`config.mk`:
```
export PLATFORM = sky130hd
export DESIGN_NAME = pc_gen_ras_flat
export DESIGN_NICKNAME = d
export VERILOG_FILES = /design/src/rtl/pc_gen_pkg.sv /design/src/rtl/pc_gen_ras_if.sv /design/src/rtl/pc_gen_ras_ras_stack.sv /design/src/rtl/pc_gen_ras.sv /design/src/flat_wrapper.sv
export SDC_FILE = /design/constraint.sdc
export NUM_CORES = 1
export LEC_CHECK = 0
export CAP_MARGIN = 0
export CORE_ASPECT_RATIO = 1.4
export CORE_UTILIZATION = 35
export CTS_CLUSTER_DIAMETER = 100
export DETAILED_ROUTE_END_ITERATION = 10
export PLACE_DENSITY = 0.86
export SETUP_SLACK_MARGIN = 0.02
export SLEW_MARGIN = 20
export SYNTH_ARGS = -nofsm -noshare
export SYNTH_HDL_FRONTEND = slang
export SYNTH_SLANG_ARGS = --single-unit
```
`constraint.sdc`:
```
create_clock -name clk -period 4 [get_ports clk]
set_input_delay 0.8 -clock clk [delete_from_list [all_inputs] [get_ports clk]]
set_output_delay 0.8 -clock clk [all_outputs]
set_load 0.02 [all_outputs]
```
`src/rtl/pc_gen_pkg.sv`:
```
// ---------------------------------------------------------------------------
// pc_gen_pkg
// Shared types and helpers for the fetch-stage PC generator.
//   pc_src_e     : encoding of the source of the last PC update
//   ALIGN_MASK   : low target bits that must be zero for an aligned fetch
//   is_misaligned: true when the masked low bits of a target are non-zero
// ---------------------------------------------------------------------------
package pc_gen_pkg;

    typedef enum logic [2:0] {
        SRC_INC    = 3'd0,
        SRC_BRANCH = 3'd1,
        SRC_JUMP   = 3'd2,
        SRC_RET    = 3'd3,
        SRC_HOLD   = 3'd4
    } pc_src_e;

    localparam logic [1:0] ALIGN_MASK = 2'b11;

    function automatic logic is_misaligned(input logic [1:0] lsb);
        return ((lsb & ALIGN_MASK) != 2'b00);
    endfunction

endpackage

```
`src/rtl/pc_gen_ras_if.sv`:
```
// ---------------------------------------------------------------------------
// pc_gen_ras_if
// Redirect-request and status bundle between the fetch control logic
// (master) and the PC generator (slave).
//   Requests : stall_i, branch_taken_i/branch_target_i, jump_i/jump_target_i,
//              call_i/link_addr_i, ret_i/ret_target_i
//   Status   : pc_o, pc_src_o, ras_empty_o, ras_full_o, ras_underflow_o,
//              misalign_o
// ---------------------------------------------------------------------------
interface pc_gen_ras_if #(
    parameter int XLEN = 32
);
    logic            stall_i;
    logic            branch_taken_i;
    logic [XLEN-1:0] branch_target_i;
    logic            jump_i;
    logic [XLEN-1:0] jump_target_i;
    logic            call_i;
    logic [XLEN-1:0] link_addr_i;
    logic            ret_i;
    logic [XLEN-1:0] ret_target_i;
    logic [XLEN-1:0] pc_o;
    logic [2:0]      pc_src_o;
    logic            ras_empty_o;
    logic            ras_full_o;
    logic            ras_underflow_o;
    logic            misalign_o;

    modport master (
        output stall_i, branch_taken_i, branch_target_i, jump_i, jump_target_i,
               call_i, link_addr_i, ret_i, ret_target_i,
        input  pc_o, pc_src_o, ras_empty_o, ras_full_o, ras_underflow_o, misalign_o
    );

    modport slave (
        input  stall_i, branch_taken_i, branch_target_i, jump_i, jump_target_i,
               call_i, link_addr_i, ret_i, ret_target_i,
        output pc_o, pc_src_o, ras_empty_o, ras_full_o, ras_underflow_o, misalign_o
    );
endinterface

```
`src/rtl/pc_gen_ras_ras_stack.sv`:
```
// ---------------------------------------------------------------------------
// ras_stack
// Circular return-address stack. A push writes at top+1 (wrapping) and, when
// already full, silently overwrites the oldest entry. A pop on an empty stack
// is a no-op; the caller flags the underflow.
//   clk, rst    : clock, synchronous active-low reset (clears count/pointer)
//   push_i      : write push_data_i at top+1 and advance top
//   pop_i       : retreat top (top_data_o is the popped value this cycle)
//   push_data_i : link address to store
//   top_data_o  : entry at the current top
//   count_o     : number of valid entries
//   empty_o     : registered, count==0
//   full_o      : registered, count==RAS_DEPTH
// ---------------------------------------------------------------------------
module ras_stack #(
    parameter  int RAS_DEPTH = 4,
    parameter  int XLEN      = 32,
    localparam int PW        = $clog2(RAS_DEPTH),
    localparam int CW        = $clog2(RAS_DEPTH + 1)
) (
    input  logic            clk,
    input  logic            rst,
    input  logic            push_i,
    input  logic            pop_i,
    input  logic [XLEN-1:0] push_data_i,
    output logic [XLEN-1:0] top_data_o,
    output logic [CW-1:0]   count_o,
    output logic            empty_o,
    output logic            full_o
);

    logic [XLEN-1:0] mem_q [RAS_DEPTH];
    logic [PW-1:0]   top_q, top_d;
    logic [PW-1:0]   top_inc_s, top_dec_s;
    logic [CW-1:0]   count_q, count_d;
    logic            empty_q, full_q;

    // Wrapping pointer arithmetic and next pointer/count selection.
    always_comb begin
        top_inc_s = (top_q == PW'(RAS_DEPTH - 1)) ? '0 : top_q + PW'(1'b1);
        top_dec_s = (top_q == '0) ? PW'(RAS_DEPTH - 1) : top_q - PW'(1'b1);
        top_d     = top_q;
        count_d   = count_q;
        if (push_i) begin
            top_d = top_inc_s;
            if (count_q != CW'(RAS_DEPTH)) begin
                count_d = count_q + CW'(1'b1);
            end else begin
                count_d = count_q;
            end
        end else if (pop_i && (count_q != '0)) begin
            top_d   = top_dec_s;
            count_d = count_q - CW'(1'b1);
        end else begin
            top_d   = top_q;
            count_d = count_q;
        end
    end

    // Pointer, occupancy and registered empty/full flags.
    always_ff @(posedge clk) begin
        if (!rst) begin
            top_q   <= '0;
            count_q <= '0;
            empty_q <= 1'b1;
            full_q  <= 1'b0;
        end else begin
            top_q   <= top_d;
            count_q <= count_d;
            empty_q <= (count_d == '0);
            full_q  <= (count_d == CW'(RAS_DEPTH));
        end
    end

    // Entry storage; contents are only meaningful below count, so no reset.
    always_ff @(posedge clk) begin
        if (rst && push_i) begin
            mem_q[top_inc_s] <= push_data_i;
        end
    end

    assign top_data_o = mem_q[top_q];
    assign count_o    = count_q;
    assign empty_o    = empty_q;
    assign full_o     = full_q;

endmodule

```
`src/rtl/pc_gen_ras.sv`:
```
// ---------------------------------------------------------------------------
// pc_gen_ras
// Fetch-stage program-counter generator with fixed redirect priority
// (branch > jump > return > stall > increment) and an optional return-address
// stack. Redirect targets are forced to alignment and misalignment is flagged.
// All outputs are registered; one cycle latency from request to pc_o.
//   clk, rst : clock, synchronous active-low reset
//   bus      : pc_gen_ras_if slave (requests in, PC and status out)
// Build option: define PC_RAS_EN to build the return-address stack; without
// it ret_i always uses ret_target_i and the RAS status outputs are constant.
// ---------------------------------------------------------------------------
module pc_gen_ras
    import pc_gen_pkg::*;
#(
    parameter int              XLEN      = 32,
    parameter logic [XLEN-1:0] RESET_VEC = '0,
    parameter logic [XLEN-1:0] INC       = XLEN'(32'd4),
    parameter int              RAS_DEPTH = 4
) (
    input  logic          clk,
    input  logic          rst,
    pc_gen_ras_if.slave   bus
);

    logic [XLEN-1:0] pc_q, pc_d;
    pc_src_e         src_q, src_d;
    logic            misalign_q, misalign_d;
    logic            underflow_q, underflow_d;
    logic [XLEN-1:0] tgt_s;
    logic            redirect_s;
    logic            push_s, pop_s;
    logic [XLEN-1:0] ras_top_s;
    logic            ras_empty_s, ras_full_s;

`ifdef PC_RAS_EN
    localparam logic RAS_EN = 1'b1;
    logic [$clog2(RAS_DEPTH+1)-1:0] ras_count_unused_s;

    ras_stack #(
        .RAS_DEPTH (RAS_DEPTH),
        .XLEN      (XLEN)
    ) u_ras (
        .clk         (clk),
        .rst         (rst),
        .push_i      (push_s),
        .pop_i       (pop_s),
        .push_data_i (bus.link_addr_i),
        .top_data_o  (ras_top_s),
        .count_o     (ras_count_unused_s),
        .empty_o     (ras_empty_s),
        .full_o      (ras_full_s)
    );
`else
    localparam logic RAS_EN = 1'b0;
    logic unused_ras_s;

    assign ras_top_s    = '0;
    assign ras_empty_s  = 1'b1;
    assign ras_full_s   = 1'b0;
    assign unused_ras_s = ^{push_s, pop_s, bus.link_addr_i};
`endif

    // Next-PC selection; only the winning arm may push or pop the RAS.
    always_comb begin
        pc_d        = pc_q;
        src_d       = SRC_HOLD;
        tgt_s       = '0;
        redirect_s  = 1'b0;
        push_s      = 1'b0;
        pop_s       = 1'b0;
        underflow_d = 1'b0;
        misalign_d  = 1'b0;
        if (bus.branch_taken_i) begin
            tgt_s      = bus.branch_target_i;
            src_d      = SRC_BRANCH;
            redirect_s = 1'b1;
        end else if (bus.jump_i) begin
            tgt_s      = bus.jump_target_i;
            src_d      = SRC_JUMP;
            redirect_s = 1'b1;
            push_s     = bus.call_i;
        end else if (bus.ret_i) begin
            src_d      = SRC_RET;
            redirect_s = 1'b1;
            pop_s      = 1'b1;
            if (!ras_empty_s) begin
                tgt_s = ras_top_s;
            end else begin
                tgt_s       = bus.ret_target_i;
                underflow_d = RAS_EN;
            end
        end else if (bus.stall_i) begin
            pc_d  = pc_q;
            src_d = SRC_HOLD;
        end else begin
            pc_d  = pc_q + INC;
            src_d = SRC_INC;
        end

        if (redirect_s) begin
            pc_d       = tgt_s & ~XLEN'(ALIGN_MASK);
            misalign_d = is_misaligned(tgt_s[1:0]);
        end else begin
            misalign_d = 1'b0;
        end
    end

    // Architectural PC and one-cycle status pulses.
    always_ff @(posedge clk) begin
        if (!rst) begin
            pc_q        <= RESET_VEC;
            src_q       <= SRC_HOLD;
            misalign_q  <= 1'b0;
            underflow_q <= 1'b0;
        end else begin
            pc_q        <= pc_d;
            src_q       <= src_d;
            misalign_q  <= misalign_d;
            underflow_q <= underflow_d;
        end
    end

    assign bus.pc_o            = pc_q;
    assign bus.pc_src_o        = src_q;
    assign bus.misalign_o      = misalign_q;
    assign bus.ras_underflow_o = underflow_q;
    assign bus.ras_empty_o     = ras_empty_s;
    assign bus.ras_full_o      = ras_full_s;

endmodule

```
`src/flat_wrapper.sv`:
```
// flat-port wrapper written by rule: the top's interface ports become plain ports
module pc_gen_ras_flat import pc_gen_pkg::*;
#(
    parameter int              XLEN      = 32,
    parameter logic [XLEN-1:0] RESET_VEC = '0,
    parameter logic [XLEN-1:0] INC       = XLEN'(32'd4),
    parameter int              RAS_DEPTH = 4
)
  (clk, rst, bus_stall_i, bus_branch_taken_i, bus_branch_target_i, bus_jump_i, bus_jump_target_i, bus_call_i, bus_link_addr_i, bus_ret_i, bus_ret_target_i, bus_pc_o, bus_pc_src_o, bus_ras_empty_o, bus_ras_full_o, bus_ras_underflow_o, bus_misalign_o);
  pc_gen_ras_if #(.XLEN(XLEN)) bus_i ();
  input  logic clk;
  input  logic rst;
  input wire logic [$bits(bus_i.stall_i)-1:0] bus_stall_i;
  input wire logic [$bits(bus_i.branch_taken_i)-1:0] bus_branch_taken_i;
  input wire logic [$bits(bus_i.branch_target_i)-1:0] bus_branch_target_i;
  input wire logic [$bits(bus_i.jump_i)-1:0] bus_jump_i;
  input wire logic [$bits(bus_i.jump_target_i)-1:0] bus_jump_target_i;
  input wire logic [$bits(bus_i.call_i)-1:0] bus_call_i;
  input wire logic [$bits(bus_i.link_addr_i)-1:0] bus_link_addr_i;
  input wire logic [$bits(bus_i.ret_i)-1:0] bus_ret_i;
  input wire logic [$bits(bus_i.ret_target_i)-1:0] bus_ret_target_i;
  output wire logic [$bits(bus_i.pc_o)-1:0] bus_pc_o;
  output wire logic [$bits(bus_i.pc_src_o)-1:0] bus_pc_src_o;
  output wire logic [$bits(bus_i.ras_empty_o)-1:0] bus_ras_empty_o;
  output wire logic [$bits(bus_i.ras_full_o)-1:0] bus_ras_full_o;
  output wire logic [$bits(bus_i.ras_underflow_o)-1:0] bus_ras_underflow_o;
  output wire logic [$bits(bus_i.misalign_o)-1:0] bus_misalign_o;
  assign bus_i.stall_i = bus_stall_i;
  assign bus_i.branch_taken_i = bus_branch_taken_i;
  assign bus_i.branch_target_i = bus_branch_target_i;
  assign bus_i.jump_i = bus_jump_i;
  assign bus_i.jump_target_i = bus_jump_target_i;
  assign bus_i.call_i = bus_call_i;
  assign bus_i.link_addr_i = bus_link_addr_i;
  assign bus_i.ret_i = bus_ret_i;
  assign bus_i.ret_target_i = bus_ret_target_i;
  assign bus_pc_o = bus_i.pc_o;
  assign bus_pc_src_o = bus_i.pc_src_o;
  assign bus_ras_empty_o = bus_i.ras_empty_o;
  assign bus_ras_full_o = bus_i.ras_full_o;
  assign bus_ras_underflow_o = bus_i.ras_underflow_o;
  assign bus_misalign_o = bus_i.misalign_o;
  pc_gen_ras #(.XLEN(XLEN), .RESET_VEC(RESET_VEC), .INC(INC), .RAS_DEPTH(RAS_DEPTH)) u_core (.clk(clk), .rst(rst), .bus(bus_i));
endmodule
```
## Word level (Yosys, flattened, before mapping)

Cells that the tools add are included.

- Word-level logic and storage cells: 36
- Register bits after elaboration: 36

- $add $sub $neg: 1
- Bitwise operators: 5
- Reductions and logical operators: 6
- Muxes and demuxes: 15
- Equal/unequal tests: 4

Operators by type and width:

| cell | number |
|---|---|
| two-way mux 32 bit | 8 |
| adder 32 x 3 -> 32 bit (second input constant) | 1 |
| two-way mux 3 bit | 4 |
| != test 2 x 1 -> 1 bit (second input constant) | 4 |
| AND reduction 4 bit | 2 |
| inverter 1 bit | 5 |
| OR reduction 2 bit | 2 |
| two-way mux 1 bit | 3 |
| AND reduction 2 bit | 1 |
| nonzero test 2 bit | 1 |

## Logic depth before layout (Yosys ltp)

Gate-level depths: netlist of run 1.

- Word-level depth: 6
- Depth in mapped cells: 8

## Least setup slack after synthesis of run 1

No wires, ideal clock.

- Kind: input port to flip-flop
- From: input port bus_jump_i
- To: register u_core.pc_q[12] (netlist: u_core.bus.pc_o[12])
- Setup slack: 1.902 ns
- Path buffers: 3
- Data required time: 3.884 ns
- Setup time: 0.116 ns
- Stages: 7
- Data arrival time: 1.982 ns
- Cell sequence: buf_2 -> nor3_2 -> and2_1 -> clkbuf_1 -> buf_2 -> a21oi_1 -> o211a_1

- Longest elaborated chain between the ends: 4
- Elaborated cells on any way between the ends: 10
- Those cells by class: eq/ne: 4; mux: 5; reduce/logical: 1

Ends and longest elaborated chain:

| what | line | source |
|---|---|---|
| start: declaration | flat_wrapper.sv:16 | `input wire logic [$bits(bus_i.jump_i)-1:0] bus_jump_i;` |
| two-way mux 1 bit | pc_gen_ras.sv:77 | `end else if (bus.jump_i) begin` |
| two-way mux 1 bit | pc_gen_ras.sv:73 | `if (bus.branch_taken_i) begin` |
| != test 2 x 1 -> 1 bit (no line) | n/a |  |
| AND reduction 4 bit (no line) | n/a |  |
| end signal: assignment | pc_gen_ras.sv:116 | `pc_q <= pc_d;` |
| end: declaration | pc_gen_ras.sv:25 | `logic [XLEN-1:0] pc_q, pc_d;` |

Parallel ways exist; a longest one is shown, timed or not.
A chain may end at the register's enable or synchronous reset.

## Worst setup path in the final report of run 1

- From: input port bus_jump_i
- To: register u_core.pc_q[30] (netlist: u_core.bus.pc_o[30])

The elaborated chain is that of the path after synthesis.

==> results of run 1 <==
-- registers in the layout, summed over array words and instances, names as in the netlist --
name,count
u_core.bus.misalign_o,1
u_core.bus.pc_o,30
u_core.bus.pc_src_o,3
-- metrics by stage --
step / power, W / worst slack [ps] / area [sq um] / hold slack, ps / instances
finish: 0.000984 / 1010 / 4050 / 545 / 565
global route: 0.00103 / 754 / 4050 / 567 / 565
CTS: 0.000981 / 1050 / 4050 / 535 / 565
detailed placement: 0.000744 / 764 / 3970 / 532 / 558
global placement: 0.000735 / 786 / 3970 / 523 / 558
floorplan: 0.000556 / 1900 / 2570 / 572 / 349
-- synthesized netlist by cell type, types with 2 or more instances --
library cell	count
o21ai_0	50
dfxtp_1	34
a21oi_1	31
nand2_1	28
nor2_1	18
clkbuf_1	17
nor3_1	13
a221o_1	10
inv_1	10
a22oi_1	9
nand3_1	9
and3_1	8
buf_2	8
a31oi_1	7
nand3b_1	6
nor2b_1	6
o22ai_1	6
buf_4	5
o31ai_1	5
a2bb2oi_1	4
nand4_1	4
nor4_1	4
o211a_1	4
a211oi_1	3
a221oi_1	3
and2_1	3
and4_1	3
o221a_2	3
a21o_1	2
a311oi_1	2
a41o_1	2
a41oi_1	2
conb_1	2
nand4b_1	2
nor3_2	2
nor3b_1	2
nor4_4	2
-- layer usage --
layer | wire, microns | vias up | global-route usage, %
met2 | 5130 | 199 | 48.0
met1 | 3810 | 1570 | 29.2
li1 | - | 1566 | -
met4 | 262 | 0 | 10.7
met3 | 762 | 24 | 4.46
met5 | 0 | - | 0
-- layout by cell type, fill, tap and decap left out, types with 4 or more instances in the layout --
| master | count |
|---|---|
| a21oi_1 | 31 |
| a221o_1 | 10 |
| a22oi_1 | 9 |
| a2bb2oi_1 | 4 |
| a31oi_1 | 7 |
| and3_1 | 8 |
| buf_4 | 9 |
| clkbuf_8 | 5 |
| clkdlybuf4s50_1 | 134 |
| conb_1 | 5 |
| dfxtp_1 | 34 |
| inv_1 | 10 |
| nand2_1 | 28 |
| nand3_1 | 9 |
| nand3b_1 | 6 |
| nand4_1 | 4 |
| nor2_1 | 18 |
| nor2b_1 | 5 |
| nor3_1 | 13 |
| nor4_1 | 4 |
| o211a_1 | 4 |
| o21ai_0 | 50 |
| o22ai_1 | 6 |
| o31ai_1 | 5 |
-- cell type report --
cell class / instances / share of cell area, %
multi-input cells: 275 / 42.5
repair buffers: 144 / 35.0
flip-flops and latches: 34 / 16.8
well taps: 95 / 2.94
clock buffers: 7 / 1.89
inverters: 10 / 0.928
-- worst max-delay path, cell delays in order --
cell and delay [ps]:
clkdlybuf4s50_1 750, nor3_2 540, nand2_1 440, and3_1 320
a211oi_1 240, nor3_1 70
-- logic make-up (layout without fill, tap and decap cells) --
family / count (synthesis) / count (layout)
compound gates: 150 / 150
simple gates: 119 / 119
buf+inv: 40 / 161
flops: 34 / 34
other cells: 2 / 5
fa+ha+maj: 1 / 1
-- worst max path at each step --
| stage | from | endpoint | slack (ps) |
|---|---|---|---|
| 2_1_floorplan | bus_jump_i | u_core.bus.pc_o[12] | 1900 |
| 3_3_place_gp | bus_jump_i | u_core.bus.pc_o[30] | 790 |
| 3_5_place_dp | bus_jump_i | u_core.bus.pc_o[30] | 760 |
| 4_1_cts | bus_jump_i | u_core.bus.pc_o[30] | 1050 |
| 5_1_grt | bus_jump_i | u_core.bus.pc_o[28] | 750 |
| 6_report | bus_jump_i | u_core.bus.pc_o[30] | 1010 |
-- power groups by stage --
stage          clock network, W  logic, W  registers, W
5_1_grt                0.000257  0.000363      0.000407
6_report               0.000244  0.000338      0.000402
3_5_place_dp                  0  0.000336      0.000408
4_1_cts                0.000244  0.000337      0.000400
2_1_floorplan                 0  0.000126      0.000429
3_3_place_gp                  0  0.000329      0.000406
==> flow_metrics.py, run 1 <==
metrics = {
    "clock_tree": {
        "postCtsHoldBufs": 0,
        "cts_tree": "yes",
        "cts_setup_buffers": 0,
        "cts_htree_levels": 2,
        "clkTransAtPathRegs_ps": 70,
        "cts_buffers": 5,
        "cts_buffer_depth": 2,
        "cts.sinks": 34,
        "clock_latency_ps": 290,
        "cts_resized": 0,
        "root_buffer": "clkbuf_8",
    },
    "route": {
        "drtIter0Drc": 241,
        "vias_per_cell": 5.95,
        "avgRoutedWirePerCell_microns": 17.7,
        "ant_nets": 0,
        "routed_wl_mm": 9.97,
        "drc": 0,
        "via_count": 3359,
        "first_pass_iters": 5,
    },
    "global_routing": {
        "grt_max_degree": 31,
        "grt_pass1_wl_mm": 15.3,
        "grt_pass1_vias": 3249,
        "grtUsageTotal_pct": 26.1,
        "antenna_found_initial": 0,
        "overflow": 0,
    },
    "setup_path": {
        "worstRegToRegCells": 6,
        "reg2reg_to": "u_core.bus.pc_o[30]",
        "arrival_ps": 3160,
        "crit_path_end_kind": "flip-flop",
        "crit_type": "in2reg",
        "r2r_slack_ps": 1790,
        "critPathRequiredTime_ps": 4170,
        "crit_fanout": 17,
        "cp-start-kind": "input port",
        "rr_startpoint": "u_core.bus.pc_o[2]",
    },
    "yosys": {
        "synthAdderAreaFrac_pct": 0.488,
        "synth_edf_count": 0,
        "yosys.area_share.simple_pct": 27.2,
        "synth-xor-area-share_pct": 0,
        "synth_seq_area_share_pct": 26.5,
        "syn_area_sq_mm": 0.00256,
        "ys.warnings.count": 0,
        "synth.distinct_cells": 54,
        "ys_top_cells_by_area": "dfxtp_1 (27%), o21ai_0 (9.8%), a21oi_1 (6.1%), nand2_1 (4.1%), a221o_1 (3.9%)",
        "synth_top_family_by_area": "compound AO/OA/AOI/OAI gates",
        "yosysTopAreaCell": "dfxtp_1",
        "ys.flop_type": "dfxtp_1",
        "netlist.area_leader.share_pct": 26.5,
        "avgSynthCellArea_sq_um": 7.41,
        "synth_compound_area_share_pct": 38.5,
        "synthCells": 346,
        "synth-seq-cells": 34,
        "muxShareOfSynthArea_pct": 0,
        "synthArstFlopShare_pct": 0,
    },
    "floorplanning": {
        "die-area_sq_mm": 0.00768,
        "ios": 174,
        "die_w_microns": 74.3,
        "placementRows": 36,
        "initial_core_util_pct": 36.5,
        "core_sq_mm": 0.00703,
        "die_h_microns": 103,
    },
    "timing": {
        "worst-slew-pin-transition_ps": 674,
        "rsz0062_at_grt": "false",
        "min_period_over_period_pct": 74.9,
        "fmax_mhz": 334,
        "hold_viol_final": 0,
        "setup_viol": 0,
        "fin_skew_ps": 4.16,
        "finalSetupTns_ps": 0,
        "period_minus_slack_ps": 2990,
        "finalMaxSlewViolations": 0,
        "slew_headroom_pct": 55.0,
    },
    "placed_design": {
        "portBuffers": 135,
        "place_congestion": 0.833,
        "dp.final_hpwl_mm": 7.37,
    },
    "cells_and_area": {
        "antennaDiodeCount": 0,
        "area_growth_pct": 57.8,
        "postLayoutCoreUtil_pct": 57.6,
        "drive_gt1_share_pct": 6.60,
        "fin_nets": 606,
        "fill_cells": 657,
        "multi_input_area_sq_mm": 0.00172,
        "final-seq-area_sq_um": 681,
    },
    "power": {
        "seqPwrFrac_pct": 40.8,
        "power.switching_w": 0.000313,
        "p_leak_nw": 1.50,
        "p_per_area_mw_per_mm2": 243,
        "power.share.clock_pct": 24.8,
        "comb_power_share_pct": 34.3,
        "power.internal_w": 0.000672,
        "ir_drop_mv": 0.182,
        "p_sw_share_pct": 31.8,
    },
    "min_path": {
        "hold_class": "reg2reg",
        "holdPathStages": 2,
        "min_from": "u_core.bus.pc_o[15]",
        "min_to": "u_core.bus.pc_o[15]",
    },
    "job": {
        "cap_viol_max_count": 0,
    },
    "run_status": {
        "status": "finished clean",
    },
}
Note: power is estimated with default switching activity, not from simulation.
==> run 2, diff against run 1 <==
==> constraint.sdc (replaced) <==
create_clock -name clk -period 2.9 [get_ports clk]
set_input_delay 0.58 -clock clk [delete_from_list [all_inputs] [get_ports clk]]
set_output_delay 0.58 -clock clk [all_outputs]
set_load 0.02 [all_outputs]
==> flow_metrics.py, run 2 (synthesized netlist as in run 1, its figures left out) <==
metrics = {
    "run_status": {
        "status": "finished clean",
    },
    "floorplanning": {
        "initial_core_util_pct": 36.5,
        "die_h_microns": 103,
        "core_sq_mm": 0.00703,
        "die-area_sq_mm": 0.00768,
        "ios": 174,
        "placementRows": 36,
        "die_w_microns": 74.3,
    },
    "timing": {
        "finalSetupTns_ps": 0,
        "finalMaxSlewViolations": 0,
        "rsz0062_at_grt": "false",
        "period_minus_slack_ps": 2310,
        "min_period_over_period_pct": 79.7,
        "hold_viol_final": 0,
        "worst-slew-pin-transition_ps": 615,
        "fmax_mhz": 433,
        "setup_viol": 0,
        "fin_hold_ws_ps": 541,
        "slew_headroom_pct": 58.7,
        "fin_skew_ps": 6.24,
    },
    "cells_and_area": {
        "fin_nets": 610,
        "final_cell_mix": "clkdlybuf4s50_1 (134), o21ai_0 (50), dfxtp_1 (34), a21oi_1 (31), nand2_1 (28)",
        "area_growth_pct": 59.5,
        "drive_gt1_share_pct": 7.81,
        "final-seq-area_sq_um": 681,
        "fill_cells": 663,
        "largest_reg_flops": 30,
        "antennaDiodeCount": 0,
        "layout_commonest_cell": "clkdlybuf4s50_1",
        "multi_input_area_sq_mm": 0.00172,
    },
    "route": {
        "avgRoutedWirePerCell_microns": 17.2,
        "first_pass_iters": 5,
        "ant_nets": 0,
        "drtIter0Drc": 189,
        "routed_wl_mm": 9.77,
        "drc": 0,
        "via_count": 3340,
        "vias_per_cell": 5.87,
    },
    "setup_path": {
        "crit_fanout": 21,
        "reg2reg_to": "u_core.bus.pc_o[30]",
        "cp_num_buf_inv": 3,
        "cp_cell_sequence": "clkdlybuf4s50_1 -> buf_4 -> nor2_1 -> nand2_1 -> buf_12 -> nor2_1 -> a221oi_1 -> nor2_1",
        "cp-start-kind": "input port",
        "crit_path_end_kind": "flip-flop",
        "cpPeakStageDelay_ps": 610,
        "cpLargestDelayFamily": "buffers and inverters",
        "crit_start": "bus_jump_i",
        "crit_slowest_cell": "clkdlybuf4s50_1",
        "r2r_slack_ps": 760,
        "rr_startpoint": "u_core.bus.pc_o[2]",
        "crit_top_cell": "nor2_1",
        "critPathRequiredTime_ps": 3080,
        "worstRegToRegCells": 6,
        "crit_type": "in2reg",
        "arrival_ps": 2490,
    },
    "power": {
        "power.switching_w": 0.000439,
        "p_leak_nw": 1.53,
        "power.share.clock_pct": 25.2,
        "p_per_area_mw_per_mm2": 334,
        "comb_power_share_pct": 34.3,
        "seqPwrFrac_pct": 40.4,
        "ir_drop_mv": 0.177,
        "p_sw_share_pct": 32.2,
        "power.internal_w": 0.000926,
    },
    "min_path": {
        "min_to": "u_core.bus.pc_o[26]",
        "hold_class": "reg2reg",
        "holdPathStages": 2,
        "min_from": "u_core.bus.pc_o[25]",
    },
    "clock_tree": {
        "cts_tree": "yes",
        "cts_htree_levels": 2,
        "root_buffer": "clkbuf_8",
        "clkTransAtPathRegs_ps": 70,
        "clock_latency_ps": 300,
        "cts_setup_buffers": 0,
        "cts_buffer_depth": 2,
        "cts_resized": 0,
        "cts_buffers": 5,
        "postCtsHoldBufs": 0,
        "cts.sinks": 34,
    },
    "global_routing": {
        "grtUsageTotal_pct": 26.1,
        "overflow": 0,
        "grt.busiest_layer": "met2",
        "use_met1_pct": 28.9,
        "antenna_found_initial": 0,
        "grtUsageMet3_pct": 5.14,
        "grt_pass1_wl_mm": 15.4,
        "grt_max_degree": 50,
        "use_met2_pct": 48.4,
        "grt_pass1_vias": 3253,
    },
    "placed_design": {
        "dp.final_hpwl_mm": 7.35,
        "portBuffers": 135,
        "place_congestion": 0.833,
    },
    "job": {
        "cap_viol_max_count": 0,
    },
}
run 2: changes by cell type in the layout (fill, tap and decap cells not counted), sizes merged:
cell / previous run / this run
buf: 10 / 14
clkinv: 0 / 2
clkbuf: 7 / 5
run 2: routing by layer:
metal  routed length (microns)  vias to the layer above  part of all wire, %
met5                         0                        -                    0
met4                       193                        0                  2.0
met3                       830                       21                  8.5
li1                          -                     1584                    -
met2                      5100                      176                   52
met1                      3650                     1559                   37
run 2: tightest hold or removal path: cells and delay by family, from the launching register on:
family	cells	cell delay, ps
flip-flops	1	350
AO/OA/AOI/OAI	1	60
AND/OR/NAND/NOR	1	90
run 2: layout make-up:
type                       instances  share of cell area (%)
multi-input combinational        275                    42.0
clock buffer                       5                    1.68
inverter                          10                   0.918
clock inverter                     2                   0.245
sequential                        34                    16.6
tap                               95                    2.91
timing repair buffer             148                    35.6
run 2: worst max-delay path by stage:
| stage | slack (ps) | to | cells after the start |
|---|---|---|---|
| after floorplan | 1000 | u_core.bus.pc_o[25] | 6 |
| after global placement | 360 | u_core.bus.pc_o[31] | 5 |
| after detailed placement | 290 | u_core.bus.pc_o[9] | 8 |
| after CTS | 600 | u_core.bus.pc_o[9] | 8 |
| after global routing | 470 | u_core.bus.pc_o[5] | 7 |
| final | 590 | u_core.bus.pc_o[9] | 8 |
run 2: power by group through the flow:
stage               combinational [W]  sequential (W)  clock (W)
detailed placement           0.000466        0.000562          0
floorplan                    0.000174        0.000592          0
CTS                          0.000468        0.000551   0.000345
global placement             0.000458        0.000559          0
finish                       0.000469        0.000552   0.000344
global route                 0.000504        0.000558   0.000360
run 2: metrics by stage:
step | area (sq um) | power, W | setup WS, ps | cells | utilization [%]
after floorplan | 2570 | 0.000767 | 1000 | 349 | -
after global placement | 4010 | 0.00102 | 363 | 562 | 57.1
after detailed placement | 4010 | 0.00103 | 295 | 562 | 57.1
after CTS | 4090 | 0.00136 | 600 | 569 | 58.2
after global routing | 4090 | 0.00142 | 467 | 569 | 58.2
final | 4090 | 0.00137 | 589 | 569 | 58.2
==> edit 1 (flow settings as in run 1) <==
Build with the macro `PC_RAS_EN` defined.
--- a/src/rtl/pc_gen_ras.sv
+++ b/src/rtl/pc_gen_ras.sv
@@ -9,6 +9,8 @@
 // Build option: define PC_RAS_EN to build the return-address stack; without
 // it ret_i always uses ret_target_i and the RAS status outputs are constant.
 // ---------------------------------------------------------------------------
+`define PC_RAS_EN
+
 module pc_gen_ras
     import pc_gen_pkg::*;
 #(
Formal check against the unedited RTL: not equivalent (Yosys sat finds a counterexample within 4 cycles, from zero or initial values and one cycle with rst low).
==> edit 1 against run 1 <==
Combinational power increased by 64%. Synthesized area increased to 3.1 times the old value. Die area grew to 3.0 times the old value. Design area rose to 2.6 times the old value. Via count rose by 80%. Clock skew rose by 0.0071 ns. Routed wire length increased by 140%. Setup slack improved by 0.10 ns. Sequential cell count grew 138. Total power rose to 4.3 times the old value. Critical endpoint is now u_core.bus.pc_o[21]. Largest power group unchanged. Highest routed layer unchanged.
==> edit 1: results (changes against run 1) <==
- Placed cell count: 1040 (was 558)
- Cell Count, Final, Fillers Out: 1074 (was 565)
- Antenna violations before repair: 2 (was 0)
- Layout cells sized above 1: 12.3% (was 6.60%)
- Seq/total area: 45.0% (was 16.8%)
- Fraction of area in multi-input gates: 27.9% (was 42.5%)
- Number of diodes: 2 (was 0)
- Multi-In Gates: 368 (was 275)
- Cell count after synthesis: 593 (was 346)
- Met2 Routed Length: 11500 um (was 5130 um)
- Inverters: 16 (was 10)
- Adder-Cell Fraction of Synth Area: 1.59% (was 0.488%)
- Buffers on Ports: 171 (was 135)
- VDD IR max: 0.317 mV (was 0.182 mV)
- Placed Area: 9910 um2 (was 3970 um2)
- WP data arrival: 3.26 ns (was 3.16 ns)
- Root Driver: clkbuf_16 (was clkbuf_8)
- Top-count cell post-synth: edfxtp_1 (was o21ai_0)
- DR WL met3: 2210 um (was 762 um)
- Synth area leaders: edfxtp_1 (49%), dfxtp_1 (11%), mux4_2 (8.6%) (was dfxtp_1 (27%), o21ai_0 (9.8%), a21oi_1 (6.1%))
- CLK BUF: 17 (was 7)
- Crit path max fanout: 18 (was 17)
- Hold Path End: u_core.u_ras.count_o[1] (was u_core.bus.pc_o[15])
- HPWL Detailed: 17300 um (was 7370 um)
- # fillers: 1881 (was 657)
- Outcome: finished, final reports clean (unchanged)
- Synth Area in Compound Gates: 13.0% (was 38.5%)
- Final net count: 907 (was 606)
- Non-clock buffer share of cell area: 17.5% (was 35.0%)
- Clock-cell share: 5.48% (was 1.89%)
- Drt first pass iters: 7 (was 5)
- Lkg Pwr: 3.53 nW (was 1.50 nW)
- Post-Synth XOR/XNOR Area: 1.67% (was 0%)
- Initial drt markers: 733 (was 241)
- First-pass GRT wire length: 35100 um (was 15300 um)
- Post-synth top cells: edfxtp_1 (128), dfxtp_1 (44), a21oi_1 (40) (was o21ai_0 (50), dfxtp_1 (34), a21oi_1 (31))
- Met2 Usage GRT: 33.3% (was 48.0%)
## edit 1: cell count changes in the layout (fill, tap and decap cells not counted), moves of 10 or more
| cell | before | now |
|---|---|---|
| o21ai_0 | 50 | 37 |
| edfxtp_1 | 0 | 128 |
| clkbuf_16 | 0 | 17 |
| mux4_2 | 0 | 30 |
| mux2i_1 | 0 | 11 |
| nand3_1 | 9 | 19 |
| clkdlybuf4s50_1 | 134 | 171 |
| a221oi_1 | 3 | 14 |
## edit 1: worst max-delay path by stage
stage               slack [ns]                        to                from
finish                    1.11       u_core.bus.pc_o[21]  bus_branch_taken_i
global placement          0.77       u_core.bus.pc_o[21]  bus_branch_taken_i
CTS                       1.15       u_core.bus.pc_o[21]  bus_branch_taken_i
global route              0.99        u_core.bus.pc_o[8]  bus_branch_taken_i
detailed placement        0.71       u_core.bus.pc_o[21]  bus_branch_taken_i
floorplan                 1.49  u_core.u_ras.mem_q[2][0]  bus_branch_taken_i
## edit 1: power by group
part	leakage (nW)	total (W)	internal [W]	switching, W
Combinational	1.74	0.000556	0.000291	0.000265
Clock	0.276	0.00162	0.000880	0.000741
Sequential	1.52	0.00203	0.00196	0.0000690
Total	3.53	0.00420	0.00313	0.00108
## edit 1: worst max-delay path, stage by stage
cell	delay [ns]
clkdlybuf4s50_1	0.93
nor3_1	0.13
buf_4	0.21
nand2_1	0.50
o21ai_0	0.22
a2111o_1	0.39
o21ai_2	0.06
## edit 1: cell families after synthesis
family	Yosys count
flip-flops	172
AO/OA/AOI/OAI	153
AND/OR/NAND/NOR	142
buffers and inverters	54
multiplexers	46
XOR/XNOR	15
adder cells (fa/ha/maj)	10
other	1
==> edit 2 (config.mk and constraints of run 1) <==
Without the edit above. Reset style: asynchronous (`rst`), changed in one clocked block. Comments in the files are not updated.
--- a/src/rtl/pc_gen_ras.sv
+++ b/src/rtl/pc_gen_ras.sv
@@ -106,7 +106,7 @@
     end
 
     // Architectural PC and one-cycle status pulses.
-    always_ff @(posedge clk) begin
+    always_ff @(posedge clk or negedge rst) begin
         if (!rst) begin
             pc_q        <= RESET_VEC;
             src_q       <= SRC_HOLD;
Formal check against the unedited RTL: differs if rst is asserted again (counterexample within 4 cycles, from zero or initial values and one cycle with rst low); with rst held inactive, the same outputs for 10 cycles.
==> edit 2 against run 1 <==
Via count down 5.9%. Total power up 18%. Design area up 1.5%. Setup slack better by 0.29 ns. Critical path type unchanged. Die area up 1.9%. Synthesized area up 1.9%. Sequential cell count unchanged. Sequential share of layout area up 3.9 points. First-iteration DRC count down 27%. Routed wire length down 2.3%.
==> edit 2: results (changes against run 1) <==
- Layout cells sized above 1: 5.75% (was 6.60%)
- Via Count: 3160 (was 3359)
- Largest register FFs: 30 (unchanged)
- Ys async rst share: 100% (was 0%)
- Wl on met1: 3840 um (was 3810 um)
- GR Util met1: 30.2% (was 29.2%)
- Clk pwr: 0.000323 W (was 0.000244 W)
- Worst slew pin tran: 0.681 ns (was 0.674 ns)
- WP data arrival: 2.91 ns (was 3.16 ns)
- Final net count: 587 (was 606)
- Root Driver: clkbuf_8 (unchanged)
- Outcome: finished, final reports clean (unchanged)
- Antenna violations before repair: 0 (unchanged)
- HPWL Detailed: 7410 um (was 7370 um)
- Crit path max fanout: 25 (was 17)
- Worst hold path type: reg -> reg (unchanged)
- Setup ws final: 1.30 ns (was 1.01 ns)
- Largest net degree at the start of global routing: 35 (was 31)
- Post-CTS setup buffer count: 0 (unchanged)
- Lkg Pwr: 1.58 nW (was 1.50 nW)
- GRT Resource Usage Total: 25.6% (was 26.1%)
- Drt first pass iters: 4 (was 5)
- Switching share of power: 32.2% (was 31.8%)
- Met2 Usage GRT: 43.2% (was 48.0%)
- WL/cell: 17.8 um (was 17.7 um)
- Setup Skew: 0.00654 ns (was 0.00416 ns)
- Combinational gate power: 0.000401 W (was 0.000338 W)
- Number of diodes: 0 (unchanged)
- Synth cell types: 51 (was 54)
- Pre-CTS setup slack: 1.03 ns (was 0.764 ns)
- Placed Area: 4000 um2 (was 3970 um2)
- GP Congestion: 0.925 (was 0.833)
- DR WL met3: 718 um (was 762 um)
- Top FF cell, synth: dfrtp_1 (was dfxtp_1)
- Post-synth top cells: nand2_1 (39), dfrtp_1 (33), o21ai_0 (33) (was o21ai_0 (50), dfxtp_1 (34), a21oi_1 (31))
- Post-CTS sizing: 0 (unchanged)
- Uppermost layer routed: met4 (unchanged)
- Clk pin slew, worst setup/hold paths: 0.07 ns (about the same)
- Buffers on Ports: 135 (unchanged)
- Initial drt markers: 176 (was 241)
- Seq/Total Area, Yosys: 32.6% (was 26.5%)
- First-pass GRT wire length: 15300 um (about the same)
- Met3 GRT Util: 5.81% (was 4.46%)
- Reg2reg setup slack: 1.84 ns (was 1.79 ns)
- Met2 Routed Length: 4890 um (was 5130 um)
- VDD IR max: 0.187 mV (was 0.182 mV)
- Synth area leaders: dfrtp_1 (32%), a22oi_1 (6.6%), o21ai_0 (6.3%) (was dfxtp_1 (27%), o21ai_0 (9.8%), a21oi_1 (6.1%))
-- edit 2: worst max-delay path, stage by stage --
cell and delay (ns):
clkdlybuf4s50_1 0.59, nor2b_2 0.42, buf_12 0.22, a22oi_1 0.08, o21ai_0 0.48, a211oi_1 0.11
nor3_1 0.20
-- edit 2: layout make-up --
cell class | instances | area (um2)
clock inverter | 1 | 30.0
multi-input combinational | 262 | 1600
sequential | 34 | 852
clock buffer | 7 | 76.3
timing repair buffer | 141 | 1400
tap | 95 | 119
fill | 647 | 2970
inverter | 7 | 26.3
-- edit 2: final timing paths --
path / from / endpoint / depth (start not counted)
setup / recovery: bus_ret_i / u_core.bus.pc_o[11] / 7
hold / removal: u_core.bus.pc_o[17] / u_core.bus.pc_o[17] / 2
setup reg to reg: u_core.bus.pc_o[2] / u_core.bus.pc_o[30] / 6
hold reg to reg: u_core.bus.pc_o[17] / u_core.bus.pc_o[17] / 2
max in group asynchronous: rst / u_core.bus.pc_src_o[2] / 2
min in group asynchronous: rst / u_core.bus.pc_o[10] / 2
-- edit 2: through the flow --
step / utilization [%] / hold slack, ns / total power (W) / instances
final: 58.1 / 0.557 / 0.00116 / 547
after global routing: 58.1 / 0.598 / 0.00122 / 547
after CTS: 58.1 / 0.558 / 0.00117 / 547
after detailed placement: 56.5 / 0.551 / 0.000845 / 539
after global placement: 56.5 / 0.534 / 0.000834 / 539
after floorplan: - / 0.504 / 0.000620 / 330
-- edit 2: logic make-up (layout without fill, tap and decap cells) --
family | count (synthesis) | in the layout | share of synthesized area, %
AO/OA/AOI/OAI | 141 | 141 | 37.0
buffers and inverters | 34 | 156 | 6.75
adder cells (fa/ha/maj) | 1 | 1 | 0.479
AND/OR/NAND/NOR | 115 | 115 | 22.9
flip-flops | 34 | 34 | 32.6
other | 2 | 5 | 0.287
